===== config.mk =====
export PLATFORM = sky130hd
export DESIGN_NAME = universal_shift_reg
export DESIGN_NICKNAME = d
export VERILOG_FILES = /design/src/rtl/universal_shift_reg.sv
export SDC_FILE = /design/constraint.sdc
export NUM_CORES = 1
export LEC_CHECK = 0
export ABC_AREA = 1
export BUFFER_PORTS_ARGS = -buffer_cell sky130_fd_sc_hd__buf_2
export CAP_MARGIN = 20
export CORE_AREA = 2 2 62 64
export CTS_CLUSTER_SIZE = 24
export DETAILED_ROUTE_END_ITERATION = 12
export DIE_AREA = 0 0 64 66
export PLACE_DENSITY = 0.58
export SYNTH_ARGS = -nofsm -noshare
export SYNTH_HDL_FRONTEND = slang
export SYNTH_SLANG_ARGS = --single-unit

===== constraint.sdc =====
create_clock -name clk -period 1.5 [get_ports clk]
set_input_delay 0.15 -clock clk [delete_from_list [all_inputs] [get_ports clk]]
set_output_delay 0.15 -clock clk [all_outputs]
set_load 0.05 [all_outputs]

===== src/rtl/universal_shift_reg.sv =====
// Universal shift register: hold/shift/rotate/load commands plus an
// LSB-first serialising burst mode with busy/done handshake.
module universal_shift_reg #(
  parameter int unsigned WIDTH = 8
) (
  input  logic             clk,
  input  logic             rst,
  input  logic             en,
  input  logic [2:0]       mode,
  input  logic [WIDTH-1:0] d,
  input  logic             sin_l,
  input  logic             sin_r,
  output logic [WIDTH-1:0] q,
  output logic             sout_msb,
  output logic             sout_lsb,
  output logic             busy,
  output logic             done
);

  localparam int unsigned CW = $clog2(WIDTH + 1);

  typedef enum logic {
    IDLE,
    BURST
  } state_t;

  typedef enum logic [2:0] {
    CMD_HOLD  = 3'b000,
    CMD_SHL   = 3'b001,
    CMD_SHR   = 3'b010,
    CMD_ROL   = 3'b011,
    CMD_ROR   = 3'b100,
    CMD_LOAD  = 3'b101,
    CMD_BURST = 3'b110,
    CMD_RSVD  = 3'b111
  } cmd_t;

  state_t          state, state_next;
  logic [CW-1:0]   cnt, cnt_next;
  logic [WIDTH-1:0] q_next;
  logic            busy_next, done_next;

  always_ff @(posedge clk) begin
    if (rst) begin
      state <= IDLE;
      q     <= '0;
      cnt   <= '0;
      busy  <= 1'b0;
      done  <= 1'b0;
    end else begin
      state <= state_next;
      q     <= q_next;
      cnt   <= cnt_next;
      busy  <= busy_next;
      done  <= done_next;
    end
  end

  always_comb begin
    state_next = state;
    q_next     = q;
    cnt_next   = cnt;
    unique case (state)
      IDLE: begin
        if (en) begin
          case (mode)
            CMD_SHL:  q_next = {q[WIDTH-2:0], sin_r};
            CMD_SHR:  q_next = {sin_l, q[WIDTH-1:1]};
            CMD_ROL:  q_next = {q[WIDTH-2:0], q[WIDTH-1]};
            CMD_ROR:  q_next = {q[0], q[WIDTH-1:1]};
            CMD_LOAD: q_next = d;
            CMD_BURST: begin
              q_next     = d;
              cnt_next   = CW'(WIDTH - 1);
              state_next = BURST;
            end
            default:  q_next = q;
          endcase
        end
      end
      BURST: begin
        q_next = {sin_l, q[WIDTH-1:1]};
        if (cnt == '0) begin
          state_next = IDLE;
        end else begin
          cnt_next = cnt - CW'(1);
        end
      end
      default: state_next = IDLE;
    endcase
  end

  // busy drops one cycle before the final shift so it spans exactly WIDTH-1
  // cycles; the last serial bit is still presented while busy is low.
  always_comb begin
    busy_next = (state_next == BURST) && (cnt_next != '0);
    done_next = (state == BURST) && (state_next == IDLE);
    sout_msb  = q[WIDTH-1];
    sout_lsb  = q[0];
  end

endmodule


# Yosys cells after proc, flatten, opt, wreduce, memory -nomap -nowiden
# Cells that the tools add are included.
# word_totals
ff_bits	15
inputBits	16
output_inout_bits	12
word_cells	33
# op_classes
add_sub_neg	1
eq_ne	8
n_mux	11
bitwise_logic	2
reduce_logical	6
# ops
cell	n
8-bit one-hot mux with 5 select lines	1
8-bit one-hot mux with 2 select lines	1
4-bit two-way mux	3
3-bit == test (second input constant)	3
8-bit two-way mux	1
4-bit one-hot mux with 2 select lines	1
3-bit by 2-bit == test with 1-bit output (second input constant)	2
6-bit by 2-bit inequality test with 1-bit output (second input constant)	1
4-bit zero test	1
4-bit nonzero test	1
4-bit by 1-bit subtractor with 4-bit output (second input constant)	1
3-bit by 1-bit == test with 1-bit output (second input constant)	1
1-bit two-way mux	3
1-bit logical AND	2
2-bit inequality test (second input constant)	1
1-bit inverter	2
1-bit one-hot mux with 2 select lines	1
2-bit AND reduction	1
2-bit OR reduction	1

# Longest topological paths before layout
# depth
word_depth	6
depth_mapped	9
mapped_depth_nobuf	9

# Least setup slack after synthesis
# Ideal clock, no wire load.
# synth_timing
path_type	reg2reg
start	register q[7]
end	register q[0]
setup_time_ns	0.067
arrival_ns	1.215
required_time_ns	1.433
slack_ns	0.218
path_stages_with_launch	7
path_buffers	0
synth_period_minus_slack_ns	1.282
cell_sequence	dfxtp_1 > inv_1 > nor3_1 > nor2_1 > nand3_1 > nand2_1 > a21oi_2
# synth_between
elab_chain_cells	3
# synth_lines
element	line_no	rtl
start, declared	13	output logic [WIDTH-1:0] q,
start signal, assigned	52	q <= q_next;
8-bit one-hot mux with 5 select lines	66	case (mode)
8-bit two-way mux	65	if (en) begin
8-bit one-hot mux with 2 select lines	63	unique case (state)
# Every way passes these cells. The select of a mux whose other input is x is not followed.
# A chain may end at the register's enable or synchronous reset.

# Worst setup path after layout
# layout_timing
start	register cnt[1]
end	register busy
# layout_between
elab_chain_cells	5
elab_cells_between_ends	10
cone_classes	add/sub: 1; mux: 6; reduce/logical: 3
# layout_lines
element	line_no	rtl
start, declared	39	logic [CW-1:0] cnt, cnt_next;
start signal, assigned	53	cnt <= cnt_next;
4-bit by 1-bit subtractor with 4-bit output (tied with other cells)	86	cnt_next = cnt - CW'(1);
4-bit two-way mux, on equally long branches	83, 65	
4-bit one-hot mux with 2 select lines	63	
4-bit nonzero test	96	busy_next = (state_next == BURST) && (cnt_next != '0);
1-bit logical AND *	96	
end signal, assigned	54	busy <= busy_next;
end, declared	16	output logic busy,
# Every way passes the cells marked *; elsewhere a longest branch is shown, timed or not.

==> results.toml <==
[die]
die_y_um = 66
die_w_um = 64
die-area_mm2 = 0.00422
initial_utilization = 0.291
core_area_mm2 = 0.00355
io-pin-count = 28
rows = 22

[yosys]
async_reset_ff_frac = 0
yosysSeqAreaShare = 0.291
avgSynthCellArea_um2 = 6.33
synth_area_leaders = "dfxtp_1 29%, nand2_1 12%, nand3_1 10%"
synth_warnings = 0
yosysMostFrequentCell = "nand2_1"
ys_seq_elements = 15
synth_edf_count = 0
synthCells = 163
synth_fp_nets = 180
synthTopCellsByCount = "32 x nand2_1, 21 x nand3_1, 21 x nor2_1"
yosys_most_used_dff = "dfxtp_1"
syn_area_mm2 = 0.00103
synth_top_area_share = 0.291
synth_area_leader_cell = "dfxtp_1"
synthDistinctLibCells = 26

[route]
drtIter0Drc = 61
drc = 0
first_pass_iters = 4
wire_per_inst_um = 10.5
antenna_left = 0
vias = 1075
totalWireLength_um = 2510
vias_per_cell = 4.52

[critical_path]
cp_data_arrival_time_ns = 1.46
required_ns = 1.68
crit_path_end_kind = "flip-flop"
cp-start-kind = "flip-flop"
worst-path-max-fanout = 5
crit_type = "reg -> reg"

[cells_and_area]
final_util = 0.350
final_area_mm2 = 0.00124
syn2layout_area_growth_pct = 20.4
antennaDiodeCount = 0
final_nets = 208
drive_gt1_frac = 0.279
fill_cells = 396

[placement]
io_buffers = 27
place.gp.congestion = 0.783
dpl_worst_slack_ns = 0.136
place_hpwl_um = 1930
place_area_mm2 = 0.00121

[pwr]
p_leak_nw = 0.616
ir_drop_mv = 0.261
power_density_mw_per_mm2 = 809

[clock_tree]
clk_latency_ns = 0.29
cts_sinks = 15
cts_root_buf = "clkbuf_4"
clk_path_buf_depth = 2
clkTransAtPathRegs_ns = 0.09
h-tree-depth = 1
numCtsBuffers = 3
cts_tree = "built"

[sta]
fin_hold_ws_ns = 0.184
report.final.slew_viol_count = 0
worstMarginPinSlew_ns = 0.293
finalHoldViolCount = 0
maxSlewHeadroom = 0.804
setup_slack_ns = 0.222
timing.fmax_mhz = 782
finalCriticalPeriod_ns = 1.28
post-route-period-util = 0.852
setup_viol = 0
skew_ns = 0.00652

[run_status]
status = "finished clean"

[grt]
antenna_found_initial = 0
grt_pass1_vias = 956
grt_max_degree = 14
track_usage = 0.130
grt_first_pass_wirelength_um = 4310
grt-ovfl-total = 0

[hold_path]
hp-class = "in -> reg"

[run]
maxCapViolations = 0
-- layout by cell type (no fill, tap or decap), drive strengths merged --
master  netlist  layout
nor2         22      22
ha            1       1
dfxtp        15      15
o21ai        16      16
nand3b        1       1
buf           6      29
nand4         3       3
clkbuf        0       4
nand3        23      23
nor3          3       3
clkinv        1       1
nand2        38      38
a31oi         2       2
a21oi        10      10
inv          22      22
-- state kept, by name (all words and copies together), names as in the netlist --
signal  count
busy        1
cnt         4
done        1
q           8
state       1
-- worst paths after layout --
kind | start | to | slack, ns | depth (start not counted)
worst min register to register | cnt[1] | cnt[1] | 0.51 | 2
worst max-delay path | cnt[1] | busy | 0.22 | 9
worst min-delay path | d[7] | q[7] | 0.18 | 5
worst max register to register | cnt[1] | busy | 0.22 | 9
-- metal layers --
| layer | up-vias | track usage | wire [um] |
|---|---|---|---|
| met1 | 464 | 0.191 | 1380 |
| met2 | 22 | 0.184 | 1020 |
| met5 | - | 0 | 0 |
| met3 | 2 | 0.0204 | 76 |
| met4 | 0 | 0.0571 | 30 |
| li1 | 587 | - | - |
-- report_power, final --
group	total (mW)	switching [mW]	leakage, nW	internal (mW)
Combinational	0.323	0.227	0.478	0.0958
Clock	0.239	0.136	0.0150	0.103
Sequential	0.443	0.0210	0.123	0.422
Total	1.01	0.384	0.616	0.621
-- through the flow --
stage | power [mW] | cells | TNS [ns]
6_report | 1.01 | 238 | 0
5_1_grt | 1.08 | 238 | -0.00500
4_1_cts | 1.02 | 238 | 0
3_5_place_dp | 0.773 | 234 | 0
3_3_place_gp | 0.774 | 234 | 0
2_1_floorplan | 0.695 | 163 | 0
-- timing repair --
action,CTS,global route
hold buffers,0,0
hold endpoints to repair,0,0
endpoints found under the setup margin,0,1
setup buffers,0,0
resized for setup,0,4
-- cell families (layout without fill, tap and decap cells) --
| kind of cell | count (synthesis) | in the layout | synth area share |
|---|---|---|---|
| DFF | 15 | 15 | 0.291 |
| and+or+nand+nor | 90 | 90 | 0.424 |
| adders and majority gates | 1 | 1 | 0.0121 |
| AOI/OAI and AO/OA | 28 | 28 | 0.153 |
| buffers and inverters | 29 | 56 | 0.120 |
-- worst max-delay path, cell delays in order (launching register included) --
cell and delay, ns:
dfxtp_1 0.32, inv_1 0.09, ha_2 0.21, nand3_2 0.13
nand2_2 0.12, inv_1 0.05, nand3_1 0.07, nand2_1 0.06
nor2_1 0.08, a21oi_1 0.06
-- cell type report --
class                      instances  area [um2]  area share
multi-input combinational        119         618       0.497
sequential                        15         300       0.242
timing repair buffer              29         150       0.121
inverter                          23        87.6      0.0705
tap                               48        60.1      0.0483
clock buffer                       4        26.3      0.0211
Power figures use the tool's default switching activity.
